`src/rtl/fp_div_issuer.sv`:
```
`default_nettype none
// ==== fp_div_issuer : issues FP divide operand pairs to a stream divider and returns ====
// ==== quotients in issue order with caller tag and divide-by-zero flag -- rev 1.0    ====
module fp_div_issuer #(
  parameter int DEPTH = 4,
  parameter int TAG_W = 4
) (
  input  logic                     clock,
  input  logic                     reset,
  input  logic                     req_valid,
  output logic                     req_ready,
  input  logic [31:0]              req_dividend,
  input  logic [31:0]              req_divisor,
  input  logic [TAG_W-1:0]         req_tag,
  output logic                     a_tvalid,
  input  logic                     a_tready,
  output logic [31:0]              a_tdata,
  output logic                     b_tvalid,
  input  logic                     b_tready,
  output logic [31:0]              b_tdata,
  input  logic                     res_tvalid,
  output logic                     res_tready,
  input  logic [31:0]              res_tdata,
  output logic                     out_valid,
  input  logic                     out_ready,
  output logic [31:0]              out_data,
  output logic [TAG_W-1:0]         out_tag,
  output logic                     out_dbz,
  output logic [$clog2(DEPTH):0]   outstanding,
  output logic                     err_orphan
);

  localparam int c_aw = $clog2(DEPTH);
  localparam int c_cw = c_aw + 1;
  localparam logic [c_cw-1:0] c_full    = c_cw'(DEPTH);
  localparam logic [c_cw-1:0] c_cnt_one = c_cw'(1);
  localparam logic [c_aw-1:0] c_ptr_one = c_aw'(1);

  logic [31:0]      r_req_a   [DEPTH];
  logic [31:0]      r_req_b   [DEPTH];
  logic [TAG_W-1:0] r_req_tag [DEPTH];
  logic             r_req_dbz [DEPTH];
  logic [c_aw-1:0]  r_req_wp, r_req_rp;
  logic [c_cw-1:0]  r_req_cnt;

  logic [TAG_W:0]   r_tag_mem [DEPTH];
  logic [c_aw-1:0]  r_tag_wp, r_tag_rp;
  logic [c_cw-1:0]  r_tag_cnt;

  logic             r_a_done, r_b_done;
  logic             r_out_valid;
  logic [31:0]      r_out_data;
  logic [TAG_W-1:0] r_out_tag;
  logic             r_out_dbz;
  logic             r_err_orphan;

  logic w_req_full, w_req_empty, w_req_push, w_req_pop;
  logic w_tag_full, w_tag_empty, w_tag_pop;
  logic w_issue, w_a_hs, w_b_hs, w_pair_done, w_res_hs;

  assign w_req_full  = (r_req_cnt == c_full);
  assign w_req_empty = (r_req_cnt == '0);
  assign w_tag_full  = (r_tag_cnt == c_full);
  assign w_tag_empty = (r_tag_cnt == '0);

  // Ready outputs are gated by reset so nothing handshakes while reset is held.
  assign req_ready  = !reset && !w_req_full;
  assign res_tready = !reset && (!r_out_valid || out_ready);
  assign w_req_push = req_valid && req_ready;

  assign w_issue  = !w_req_empty && !w_tag_full;
  assign a_tvalid = w_issue && !r_a_done;
  assign b_tvalid = w_issue && !r_b_done;
  assign a_tdata  = r_req_a[r_req_rp];
  assign b_tdata  = r_req_b[r_req_rp];
  assign w_a_hs   = a_tvalid && a_tready;
  assign w_b_hs   = b_tvalid && b_tready;

  // The pair retires on whichever handshake completes second (or both together).
  assign w_pair_done = w_issue && (r_a_done || w_a_hs) && (r_b_done || w_b_hs);
  assign w_req_pop   = w_pair_done;

  assign w_res_hs  = res_tvalid && res_tready;
  assign w_tag_pop = w_res_hs && !w_tag_empty;

  assign out_valid   = r_out_valid;
  assign out_data    = r_out_data;
  assign out_tag     = r_out_tag;
  assign out_dbz     = r_out_dbz;
  assign outstanding = r_tag_cnt;
  assign err_orphan  = r_err_orphan;

  always_ff @(posedge clock) begin
    if (w_req_push) begin
      r_req_a[r_req_wp]   <= req_dividend;
      r_req_b[r_req_wp]   <= req_divisor;
      r_req_tag[r_req_wp] <= req_tag;
      r_req_dbz[r_req_wp] <= (req_divisor[30:0] == 31'd0);
    end
    if (w_pair_done) begin
      r_tag_mem[r_tag_wp] <= {r_req_tag[r_req_rp], r_req_dbz[r_req_rp]};
    end
  end

  always_ff @(posedge clock or posedge reset) begin
    if (reset) begin
      r_req_wp  <= '0;
      r_req_rp  <= '0;
      r_req_cnt <= '0;
      r_tag_wp  <= '0;
      r_tag_rp  <= '0;
      r_tag_cnt <= '0;
      r_a_done  <= 1'b0;
      r_b_done  <= 1'b0;
    end else begin
      if (w_req_push) r_req_wp <= r_req_wp + c_ptr_one;
      if (w_req_pop)  r_req_rp <= r_req_rp + c_ptr_one;
      case ({w_req_push, w_req_pop})
        2'b10:   r_req_cnt <= r_req_cnt + c_cnt_one;
        2'b01:   r_req_cnt <= r_req_cnt - c_cnt_one;
        default: r_req_cnt <= r_req_cnt;
      endcase

      if (w_pair_done) r_tag_wp <= r_tag_wp + c_ptr_one;
      if (w_tag_pop)   r_tag_rp <= r_tag_rp + c_ptr_one;
      case ({w_pair_done, w_tag_pop})
        2'b10:   r_tag_cnt <= r_tag_cnt + c_cnt_one;
        2'b01:   r_tag_cnt <= r_tag_cnt - c_cnt_one;
        default: r_tag_cnt <= r_tag_cnt;
      endcase

      if (w_pair_done) begin
        r_a_done <= 1'b0;
        r_b_done <= 1'b0;
      end else begin
        if (w_a_hs) r_a_done <= 1'b1;
        if (w_b_hs) r_b_done <= 1'b1;
      end
    end
  end

  always_ff @(posedge clock or posedge reset) begin
    if (reset) begin
      r_out_valid  <= 1'b0;
      r_out_data   <= '0;
      r_out_tag    <= '0;
      r_out_dbz    <= 1'b0;
      r_err_orphan <= 1'b0;
    end else begin
      if (w_tag_pop) begin
        r_out_valid              <= 1'b1;
        r_out_data               <= res_tdata;
        {r_out_tag, r_out_dbz}   <= r_tag_mem[r_tag_rp];
      end else if (out_ready) begin
        r_out_valid <= 1'b0;
      end
      if (w_res_hs && w_tag_empty) r_err_orphan <= 1'b1;
    end
  end

endmodule
`default_nettype wire
```
`config.mk`:
```
export PLATFORM = sky130hd
export DESIGN_NAME = fp_div_issuer
export DESIGN_NICKNAME = d
export VERILOG_FILES = /design/src/rtl/fp_div_issuer.sv
export SDC_FILE = /design/constraint.sdc
export NUM_CORES = 1
export LEC_CHECK = 0
export ABC_AREA = 0
export CORE_ASPECT_RATIO = 0.8
export CORE_UTILIZATION = 23
export CTS_BUF_LIST = sky130_fd_sc_hd__clkbuf_2 sky130_fd_sc_hd__clkbuf_4 sky130_fd_sc_hd__clkbuf_8
export DETAILED_ROUTE_END_ITERATION = 8
export PLACE_DENSITY = 0.39
export SLEW_MARGIN = 10
export SYNTH_ARGS = -nofsm -noshare
export SYNTH_HDL_FRONTEND = slang
export SYNTH_SLANG_ARGS = --single-unit
```
`constraint.sdc`:
```
create_clock -name clock -period 3.7 [get_ports clock]
set_clock_uncertainty 0.2 [all_clocks]
set_input_delay 1.11 -clock clock [delete_from_list [all_inputs] [get_ports clock]]
set_output_delay 1.11 -clock clock [all_outputs]
set_load 0.01 [all_outputs]
```
==> Yosys cells after proc, flatten, opt, wreduce, memory -nomap -nowiden <==
Memories as Yosys holds them, arrays and structs flattened. A register that Yosys moved wholly into a read port is not among the register bits.
Cells that the tools add are included.
{ "op_classes": {"n_addsub": 8, "n_eq_ne": 6, "muxes": 12, "reduce_logical": 32} }
{ "ops": {"columns": ["operator", "count"], "rows": [
  ["31-bit zero test", 1],
  ["1-bit logical AND", 13],
  ["3-bit case mux with 2 select lines", 2],
  ["1-bit 2-to-1 mux", 10],
  ["2-bit nonzero test", 5],
  ["2-bit by 1-bit adder with 2-bit output, second input constant", 4],
  ["1-bit zero test", 8],
  ["3-bit by 1-bit adder with 3-bit output, second input constant", 2],
  ["3-bit == test, second input constant", 2],
  ["3-bit zero test", 2],
  ["3-bit by 1-bit subtractor with 3-bit output, second input constant", 2],
  ["2-bit by 1-bit == test with 1-bit output, second input constant", 2],
  ["2-bit == test, second input constant", 2],
  ["1-bit logical OR", 3]
]} }
{ "word_totals": {"reg_bits": 50, "mem_bits_rw": 296, "output_inout_bits": 110, "wordCells": 74, "n_memories": 5} }
{ "mem_list": {"columns": ["memory", "words", "width", "rd", "rd_ports_with_merged_regs", "wr", "line_no", "source"], "rows": [
  ["r_req_a", 4, 32, 1, 0, 1, "39", "logic [31:0] r_req_a [DEPTH];"],
  ["r_req_b", 4, 32, 1, 0, 1, "40", "logic [31:0] r_req_b [DEPTH];"],
  ["r_tag_mem", 4, 5, 1, 1, 1, "46", "logic [TAG_W:0] r_tag_mem [DEPTH];"],
  ["r_req_tag", 4, 4, 1, 0, 1, "41", "logic [TAG_W-1:0] r_req_tag [DEPTH];"],
  ["r_req_dbz", 4, 1, 1, 0, 1, "42", "logic r_req_dbz [DEPTH];"]
]} }

==> Depth between registers and ports, before layout <==
Gate-level depths: netlist of run 1.
{ "depth": {"word_depth": 10, "mapped_depth": 9, "depth_no_buf": 9} }

==> Worst setup path before layout of run 1 <==
Ideal clock, no wire load.
{ "synth_path": {"path_kind": "input -> register", "from": "input req_valid", "to": "memory r_req_a[2][0] (enable)", "arrival_ns": 3.178, "required_time_ns": 3.065, "slack_ns": -0.112, "path_stages": 3, "path_cell_list": "inv_1 > a211oi_2 > and2_1"} }
{ "synth_between": {"elab_chain_len": 3} }
{ "synth_lines": {"columns": ["element", "line_no", "source"], "rows": [
  ["start, declared", "10", "input logic req_valid,"],
  ["1-bit logical AND", "69", "assign w_req_push = req_valid && req_ready;"],
  ["1-bit 2-to-1 mux", "94", "if (w_req_push) begin"],
  ["1-bit 2-to-1 mux (not written as such)", "95", "r_req_a[r_req_wp] <= req_dividend;"],
  ["end, declared", "39", null]
]} }
No other way between the ends.

==> Final worst setup path of run 1 <==
{ "layout_path": {"from": "input reset", "to": "output res_tready"} }
{ "layout_between": {"elab_chain_len": 2} }
{ "layout_lines": {"columns": ["element", "line_no", "source"], "rows": [
  ["start, declared", "9", "input logic reset,"],
  ["1-bit zero test (no source line)", null, null],
  ["1-bit logical AND", "68", "assign res_tready = !reset && (!r_out_valid || out_ready);"],
  ["end, declared", "22", "output logic res_tready,"]
]} }
No other way between the ends.

==> flow_summary_export.csv, run 1 <==
group,metric,value,unit
hold_path,whs_endpoint,"err_orphan",
floorplan,ios,217,
grt,grt_pass1_wl,48300,µm
sta,setup_viol,0,
logic_synthesis,synth_seq_cells,351,
cts,clk_latency,0.63,ns
critical_path,reg2reg_from,"outstanding[2]",
logic_synthesis,synth.area.top_cells,"edfxtp_1, mux4_2, dfrtp_1",
placed_design,dpl_cell_area,16600,µm²
logic_synthesis,yosysWarnings,0,
detailed_routing,drt_wl_total,32100,µm
floorplan,floorplan.rows,78,
sta,fmax,275,MHz
cts,clk_path_buf_depth,3,
placed_design,hpwlAfterDp,19600,µm
cells_and_area,nets,1007,
placed_design,dp.cells,1557,
sta,period_share,98.2,%
logic_synthesis,ys_seq_area_share,78.0,%
cells_and_area,drive_gt1_share,32.1,%
job,cap_violations,0,
grt,grt_use_total,11.2,%
hold_path,hold_start,"err_orphan",
logic_synthesis,yosysTopAreaCell,"edfxtp_1",
sta,tightest_slew,0.535,ns
detailed_routing,vias,6688,
cells_and_area,nFillCells,5541,
critical_path,r2r-end,"r_req_cnt[2]",
logic_synthesis,yosys.cell_types.count,38,
detailed_routing,postRouteAntennaNets,0,
critical_path,worstSetupPathType,"primary input to output pin",
grt,grt_pass1_vias,7409,
grt,antenna_found_initial,8,
sta,slew-limit-headroom,64.3,%
logic_synthesis,synthCells,573,
placed_design,io_buffers,216,
cts,htreeDepth,2,
logic_synthesis,synth_fp_nets,692,
floorplan,die_h,216,µm
critical_path,startpoint_type,"primary input",
placed_design,pre_cts_ws,0.0522,ns
cts,cts_buffers,61,
power_and_ir_drop,power.density,746,nW/µm²
critical_path,path_max_fanout,4,
detailed_routing,route.detailed.drc,0,
grt,grt-ovfl-total,0,
hold_path,hp-class,"register to register",
status,outcome,"finished, final reports clean",
critical_path,r2r_cells,9,
logic_synthesis,yosys.area.top_type_share,67.6,%
power_and_ir_drop,p_leak,6.23,nW
detailed_routing,drt_iter0_drc,357,
critical_path,rrSetupSlack,1.34,ns
detailed_routing,wl_per_cell,18.9,µm
cells_and_area,fin_cells,1700,
grt,grt_max_degree,40,
detailed_routing,dr.pass1.iters,4,
cts,clkSlewWorstSetupHoldPaths,0.05,ns
critical_path,end_kind,"output pin",
critical_path,arrival,2.32,ns
floorplan,die-area,58200,µm²
cts,cts_sinks,351,
hold_path,hold_path_depth,1,
critical_path,required,2.39,ns
logic_synthesis,syn_area,13200,µm²
cts,cts_tree,"done",
sta,min_period,3.63,ns
power_and_ir_drop,p_total,13.5,mW
power_and_ir_drop,peakVddDrop,298,µV
sta,maxSlewViolCount,0,
logic_synthesis,synth.avg_cell_area,23.0,µm²
placed_design,routabilityCongestion,0.700,
sta,worst_slack,0.0670,ns
sta,hold_violations,0,
detailed_routing,viasPerCell,3.93,
floorplan,start_util,23.2,%
cells_and_area,final_core_util,31.9,%
floorplan,die_w,269,µm
cts,root_buffer,"clkbuf_8",
cells_and_area,area_growth,37.4,%
cells_and_area,design_area,18100,µm²
floorplan,coreArea,56600,µm²
## registers in the layout, indices dropped and copies added, names as in the netlist
name,flops
out_dbz,1
r_req_cnt,3
r_tag_mem,20
outstanding,3
r_req_a,128
r_tag_rp,2
r_req_b,128
r_req_tag,16
out_data,32
r_a_done,1
err_orphan,1
r_req_wp,2
r_tag_wp,2
r_req_rp,2
r_b_done,1
r_req_dbz,4
out_tag,4
out_valid,1
## per-stage QoR
| stage | hold slack, ns | setup TNS [ns] |
|---|---|---|
| detailed placement | 0.258 | 0 |
| global placement | 0.262 | 0 |
| floorplan | 0.299 | 0 |
| finish | 0.266 | 0 |
| CTS | 0.271 | -1.16 |
| global route | 0.283 | -0.00362 |
## routing by layer
metal  wire length (µm)  vias up  share of wire, %  global-route usage [%]
met3               2910       65               9.1                    5.07
met5                 57        -              0.18                       0
met1              15200     3411                47                    15.2
met4                744       10               2.3                    3.88
met2              13200      201                41                    15.5
li1                   -     3001                 -                       -
## worst max-delay path, cell delays in order
cell	delay, ns
clkdlybuf4s50_1	0.50
nor2_2	0.16
clkdlybuf4s50_1	0.55
## placed cells by master, fill, tap and decap left out, drive strengths merged, types with 2 or more instances in the layout
cell type and count:
diode 3, clkinvlp 2, xnor2 5, nor2 8
mux4 74, and2 8, mux2i 2, dlymetal6s2s 7
clkbuf 86, nor4b 3, dfrtp 55, nand4 2
fa 2, or3 2, clkinv 25, edfxtp 296
nor4 7, xor2 7, or2 2, nor3 3
a31oi 3, buf 83, inv 14, mux2 39
clkdlybuf4s15 14, dlygate4sd2 17, clkdlybuf4s50 152, ha 10
## Yosys cell counts (all sizes together)
master,number
edfxtp,296
mux4,74
dfrtp,55
mux2,39
buf,15
inv,14
ha,10
and2,8
nor2,8
clkbuf,7
nor4,7
xor2,7
xnor2,5
a31oi,3
nor3,3
nor4b,3
fa,2
mux2i,2
nand4,2
or2,2
or3,2
a211oi,1
a21oi,1
a31o,1
nand2,1
nor2b,1
nor3b,1
o22ai,1
o31ai,1
or3b,1
## worst max-delay path by stage
stage	slack, ns	cells after the start	start	endpoint
6_report	0.07	3	reset	res_tready
5_1_grt	-0.004	4	r_req_rp[0]	b_tdata[29]
4_1_cts	-0.1	3	r_req_rp[0]	a_tdata[6]
3_5_place_dp	0.05	3	reset	res_tready
3_3_place_gp	0.04	3	reset	res_tready
2_1_floorplan	0.63	3	req_valid	r_req_a[0][0]
## layout make-up
cell class,instances,area [µm²],share of cell area [%]
sequential,351,10300,56.9
clock buffer,85,1060,5.85
multi-input combinational,186,2720,15.1
inverter,14,52.6,0.291
tap,760,951,5.26
antenna,3,7.51,0.0415
clock inverter,27,125,0.692
timing repair buffer,274,2880,15.9
## where the power goes
group          internal, mW  leakage [nW]  switching, mW  total (mW)
clock network          1.83         0.616           1.59        3.42
registers              5.04          3.32          0.336        5.37
logic                  2.60          2.29           2.09        4.69
## kinds of logic (layout without fill, tap and decap cells)
group,count (synthesis),after routing,share of synthesized area [%]
compound gates,8,8,0.447
xor+xnor,12,12,0.799
fa+ha+maj,12,12,1.26
buf+inv,36,400,1.37
flops,351,351,78.0
mux,115,115,16.2
other cells,0,3,0
simple gates,39,39,1.93
## repair_timing
item / CTS / global route
buffers inserted: 19 / 8
resized for setup: 171 / 13
hold buffers: 0 / 0
endpoints found under the setup margin: 65 / 27
gates cloned: 3 / 0
pin swaps: 0 / 0
No activity file was read; power rests on OpenSTA's default activity.
==> run 2, diff against run 1 <==
--- a/config.mk
+++ b/config.mk
@@ -10,7 +10,6 @@
 export CORE_UTILIZATION = 23
 export CTS_BUF_LIST = sky130_fd_sc_hd__clkbuf_2 sky130_fd_sc_hd__clkbuf_4 sky130_fd_sc_hd__clkbuf_8
 export DETAILED_ROUTE_END_ITERATION = 8
-export PLACE_DENSITY = 0.39
 export SLEW_MARGIN = 10
 export SYNTH_ARGS = -nofsm -noshare
 export SYNTH_HDL_FRONTEND = slang
==> run 2 against run 1 <==
Against the previous run:
- combinational power fell by 8.5%
- register-to-register slack improved by 0.02 ns
- core utilization fell by 0.72 points
- total power fell by 3.8%
- wire length fell by 7.3%
- setup slack improved by 0.019 ns
- sequential share of layout area rose by 1.3 points
- sequential power barely moved
- critical path type unchanged
- critical endpoint unchanged
- largest cell class unchanged
==> flow_summary_export.csv, run 2 (same netlist as run 1, synthesis figures left out) <==
group,metric,value,unit
cells_and_area,mostFrequentLayoutCells,"edfxtp_1, clkdlybuf4s50_1, mux4_2",
detailed_routing,wl_per_cell,17.9,µm
power_and_ir_drop,p_leak,6.01,nW
critical_path,cp_num_buf_inv,2,
critical_path,path_cells,"clkdlybuf4s50_1 -> nor2b_1 -> nor2_1 -> clkdlybuf4s50_1",
cts,cts_sinks,351,
job,cap_violations,0,
sta,slew-limit-headroom,61.9,%
cells_and_area,design_area,17700,µm²
hold_path,hold_start,"err_orphan",
grt,grt_pass1_wl,44500,µm
cells_and_area,ff_latch_area,10300,µm²
detailed_routing,dr.pass1.iters,4,
cts,htreeDepth,2,
cells_and_area,multi_input_area,2720,µm²
cells_and_area,area_growth,34.3,%
detailed_routing,drt_wl_total,29800,µm
detailed_routing,vias,6558,
grt,grt_max_degree,46,
grt,grt_use_total,10.2,%
power_and_ir_drop,p_int,9.16,mW
floorplan,floorplan.rows,78,
critical_path,reg2reg_from,"outstanding[2]",
placed_design,dpl_cell_area,16400,µm²
detailed_routing,viasPerCell,3.95,
cts,hold_buffers,0,
placed_design,routabilityCongestion,0.713,
cts,clkSlewWorstSetupHoldPaths,0.06,ns
floorplan,die_h,216,µm
power_and_ir_drop,p_comb_share,33.1,%
sta,maxSlewViolCount,0,
critical_path,required,2.39,ns
critical_path,path_max_fanout,2,
floorplan,die-area,58200,µm²
sta,hold_violations,0,
cells_and_area,nFillCells,5526,
status,outcome,"finished, final reports clean",
cts,clk_path_buf_depth,3,
sta,setup_tns,0,ns
power_and_ir_drop,pwr-share-clk,25.7,%
sta,whs,0.277,ns
critical_path,worstSetupPathType,"primary input to output pin",
power_and_ir_drop,p_sw_share,29.3,%
critical_path,crit_top_cell,"clkdlybuf4s50_1",
grt,grt_pass1_vias,7119,
placed_design,io_buffers,216,
cells_and_area,nets,972,
critical_path,arrival,2.30,ns
floorplan,ios,217,
sta,fmax,277,MHz
cells_and_area,layout_commonest_cell,"edfxtp_1",
sta,rsz0062_at_grt,"no",
floorplan,coreArea,56600,µm²
detailed_routing,drt_iter0_drc,342,
placed_design,hpwlAfterDp,18100,µm
detailed_routing,postRouteAntennaNets,0,
critical_path,max_stage_delay,0.56,ns
cells_and_area,drive_gt1_share,26.8,%
floorplan,start_util,23.2,%
cts,clk_latency,0.62,ns
power_and_ir_drop,p_seq_share,41.1,%
critical_path,slowest_stage,"clkdlybuf4s50_1",
floorplan,die_w,269,µm
sta,setup_viol,0,
sta,period_share,97.7,%
critical_path,startpoint_type,"primary input",
cts,cts_buffers,58,
critical_path,end_kind,"output pin",
cts,cts_tree,"done",
hold_path,hp-class,"register to register",
critical_path,critical_path.startpoint,"out_ready",
power_and_ir_drop,power.density,734,nW/µm²
detailed_routing,route.detailed.drc,0,
grt,grt-ovfl-total,0,
grt,antenna_found_initial,3,
cts,root_buffer,"clkbuf_8",
sta,min_period,3.61,ns
power_and_ir_drop,p_total,13.0,mW
sta,tightest_slew,0.567,ns
critical_path,crit_family,"buffers and inverters",
power_and_ir_drop,p_sw,3.81,mW
power_and_ir_drop,peakVddDrop,441,µV
-- run 2: cell count changes in the layout (fill, tap and decap cells not counted), sizes merged --
cell | before | now
clkinvlp | 2 | 1
bufinv | 0 | 1
buf | 83 | 25
clkbuf | 86 | 83
dlygate4sd2 | 17 | 59
clkdlybuf4s15 | 14 | 4
dlymetal6s2s | 7 | 0
clkinv | 25 | 22
-- run 2: timing repair --
action / 4_1_cts / 5_1_grt
buffers inserted: 4 / 0
cloned: 3 / 1
gates resized for setup: 74 / 4
endpoints found under the setup margin: 64 / 21
endpoints found under the hold margin: 0 / 0
-- run 2: layout make-up --
cell class                      instances  area share (%)
Sequential cell                       351            58.2
Multi-Input combinational cell        186            15.4
Timing Repair Buffer                  242            14.2
Clock buffer                           81            5.74
Tap cell                              760            5.38
Clock inverter                         24           0.751
Inverter                               14           0.297
Antenna cell                            3          0.0425
-- run 2: per-stage QoR --
stage	setup slack, ns	cells	utilization, %
CTS	-0.00569	1657	31.2
detailed placement	0.0997	1545	29.0
finish	0.0857	1661	31.2
global route	0.00211	1658	31.2
global placement	0.0587	1545	29.0
floorplan	0.629	573	-
-- run 2: path summary, 6_finish.rpt --
| kind | endpoint | slack [ns] | cells after the start |
|---|---|---|---|
| max in group asynchronous | out_data[25] | 1.93 | 4 |
| min in group asynchronous | r_req_cnt[2] | 0.81 | 3 |
| min | err_orphan | 0.28 | 1 |
| max | res_tready | 0.09 | 4 |
| max reg2reg | r_req_cnt[2] | 1.36 | 9 |
| min reg2reg | err_orphan | 0.28 | 1 |
-- run 2: layer usage --
metal | up-vias | track usage, % | part of all wire [%]
li1 | 2923 | - | -
met1 | 3425 | 13.0 | 44
met2 | 153 | 16.2 | 47
met3 | 53 | 2.94 | 5.7
met4 | 4 | 4.22 | 2.4
met5 | - | 0 | 0.10
-- run 2: power by group through the flow --
stage	combinational, mW	sequential, mW	clock, mW
after floorplan	2.21	5.41	0
after global placement	4.38	5.40	0
after detailed placement	4.42	5.43	0
after CTS	4.40	5.35	3.49
after global routing	4.63	5.41	3.64
final	4.29	5.34	3.34
==> run 3, diff against run 2 <==
--- a/config.mk
+++ b/config.mk
@@ -6,10 +6,14 @@
 export NUM_CORES = 1
 export LEC_CHECK = 0
 export ABC_AREA = 0
+export CELL_PAD_IN_SITES_DETAIL_PLACEMENT = 0
+export CELL_PAD_IN_SITES_GLOBAL_PLACEMENT = 1
 export CORE_ASPECT_RATIO = 0.8
-export CORE_UTILIZATION = 23
+export CORE_UTILIZATION = 45
 export CTS_BUF_LIST = sky130_fd_sc_hd__clkbuf_2 sky130_fd_sc_hd__clkbuf_4 sky130_fd_sc_hd__clkbuf_8
 export DETAILED_ROUTE_END_ITERATION = 8
+export PLACE_DENSITY_LB_ADDON = 0.1
+export REMOVE_ABC_BUFFERS = 1
 export SLEW_MARGIN = 10
 export SYNTH_ARGS = -nofsm -noshare
 export SYNTH_HDL_FRONTEND = slang
==> run 3 against run 2 <==
Against the previous run:
- the run now ends with DRC left
- via count is essentially flat
- hold slack lost 0.0042 ns
- count of clock-buffer cells in the layout shrank 1
- register-to-register slack lost 0.09 ns
- clock power shrank 5%
- first-iteration DRC count grew 24%
- wire length shrank 12%
- die area shrank 49%
- critical path type is now register to output pin
- largest cell class unchanged
- highest routed layer unchanged
==> flow_summary_export.csv, run 3 (same netlist as run 1, synthesis figures left out) <==
group,metric,value,unit
cts,clk_path_buf_depth,3,
grt,grt_util_met3,4.71,%
sta,slew-limit-headroom,66.9,%
cts,clkSlewWorstSetupHoldPaths,0.06,ns
critical_path,startpoint_type,"register",
cells_and_area,nets,981,
cells_and_area,final_core_util,60.3,%
power_and_ir_drop,power.density,743,nW/µm²
grt,use_met2,29.4,%
detailed_routing,postRouteAntennaNets,0,
grt,grt_max_degree,42,
status,violations,"DRC",
placed_design,hpwlAfterDp,16400,µm
cts,cts_sinks,351,
sta,hold_violations,0,
cts,cts_tree,"done",
critical_path,path_max_fanout,4,
detailed_routing,wl_per_cell,20.6,µm
sta,rsz0062_at_grt,"no",
floorplan,start_util,46.2,%
grt,grt_busiest_layer,"met2",
critical_path,end_kind,"output pin",
detailed_routing,viasPerCell,5.16,
sta,min_period,3.63,ns
placed_design,io_buffers,216,
placed_design,routabilityCongestion,0.748,
sta,tightest_slew,0.496,ns
sta,period_share,98.0,%
cts,clk_latency,0.58,ns
sta,setup_viol,0,
grt,grt_pass1_wl,39900,µm
sta,fmax,276,MHz
cells_and_area,mostFrequentLayoutCells,"edfxtp_1, clkdlybuf4s50_1, mux4_2",
power_and_ir_drop,p_leak,6.02,nW
power_and_ir_drop,peakVddDrop,415,µV
grt,grt_use_total,17.9,%
floorplan,die-area,29900,µm²
cts,htreeDepth,2,
cells_and_area,layout_commonest_cell,"edfxtp_1",
cells_and_area,area_growth,30.7,%
cts,root_buffer,"clkbuf_8",
floorplan,floorplan.rows,55,
floorplan,coreArea,28500,µm²
critical_path,required,2.39,ns
detailed_routing,route.detailed.drc,14,
grt,grt-ovfl-total,0,
critical_path,worstSetupPathType,"register to output pin",
critical_path,r2r_cells,9,
grt,grt_pass1_vias,7182,
hold_path,hp-class,"register to register",
detailed_routing,dr.pass1.iters,6,
job,cap_violations,0,
status,outcome,"finished with violations",
grt,antenna_found_initial,3,
grt,grtUsageMet1,23.5,%
floorplan,die_w,193,µm
floorplan,ios,217,
hold_path,hold_path_depth,1,
detailed_routing,drt_wl_total,26100,µm
critical_path,arrival,2.32,ns
cells_and_area,drive_gt1_share,27.0,%
detailed_routing,vias,6554,
floorplan,die_h,155,µm
sta,whs,0.273,ns
detailed_routing,drt_iter0_drc,425,
cts,cts_buffers,54,
sta,maxSlewViolCount,0,
[run 3: changes by cell type in the layout (fill, tap and decap cells not counted), moves of 7 or more]
cell,change
buf_4,+12
clkdlybuf4s50_1,+10
clkinv_2,-9
clkbuf_8,-8
dlygate4sd2_1,-8
clkbuf_4,+7
[run 3: final cells by class]
cell class / instances / area, µm²
clock buffer: 80 / 957
sequential: 351 / 10300
tap: 370 / 463
inverter: 14 / 52.6
antenna: 2 / 5.00
timing repair buffer: 255 / 2620
clock inverter: 11 / 100
fill: 2109 / 11300
multi-input combinational: 186 / 2720
[run 3: routing by layer]
layer,part of all wire [%],vias up,wire length [µm]
met5,0.10,-,26
met3,6.2,39,1630
li1,-,2932,-
met2,50,182,13100
met1,42,3397,11000
met4,1.4,4,371
[run 3: worst max-delay path: stages, from the launching register on]
cell and delay (ns):
dfrtp_4 0.49, buf_12 0.15, buf_4 0.15, mux4_2 0.41
clkdlybuf4s50_1 0.54
[run 3: per-stage QoR]
step | worst slack, ns | TNS [ns] | cells | total power, mW | area, µm²
global placement | 0.0564 | 0 | 1161 | 9.71 | 16000
detailed placement | 0.0327 | 0 | 1161 | 9.79 | 16000
CTS | 0.00397 | 0 | 1267 | 13.0 | 17200
floorplan | -1.08 | -105.12 | 551 | 7.64 | 13000
global route | 0.00733 | 0 | 1268 | 13.4 | 17200
finish | 0.0747 | 0 | 1269 | 12.8 | 17200
[run 3: where the power goes]
| part | internal [mW] | switching (mW) | total (mW) | leakage, nW |
|---|---|---|---|---|
| sequential | 5.04 | 0.312 | 5.35 | 3.33 |
| combinational | 2.37 | 1.89 | 4.26 | 2.13 |
| clock | 1.78 | 1.38 | 3.16 | 0.563 |
[run 3: worst paths after layout]
kind                                start            to  slack, ns
hold / removal                 err_orphan    err_orphan       0.27
setup reg to reg           outstanding[2]  r_req_cnt[2]       1.27
min in group asynchronous           reset     out_valid       0.91
hold reg to reg                err_orphan    err_orphan       0.27
max in group asynchronous           reset  out_data[19]       1.77
setup / recovery              r_req_rp[0]    b_tdata[8]       0.07
[run 3: repair_timing]
| item | CTS | global route |
|---|---|---|
| hold buffers | 0 | 0 |
| hold endpoints to repair | 0 | 0 |
| buffers inserted | 15 | 0 |
| resized for setup | 53 | 3 |
| endpoints found under the setup margin | 64 | 3 |
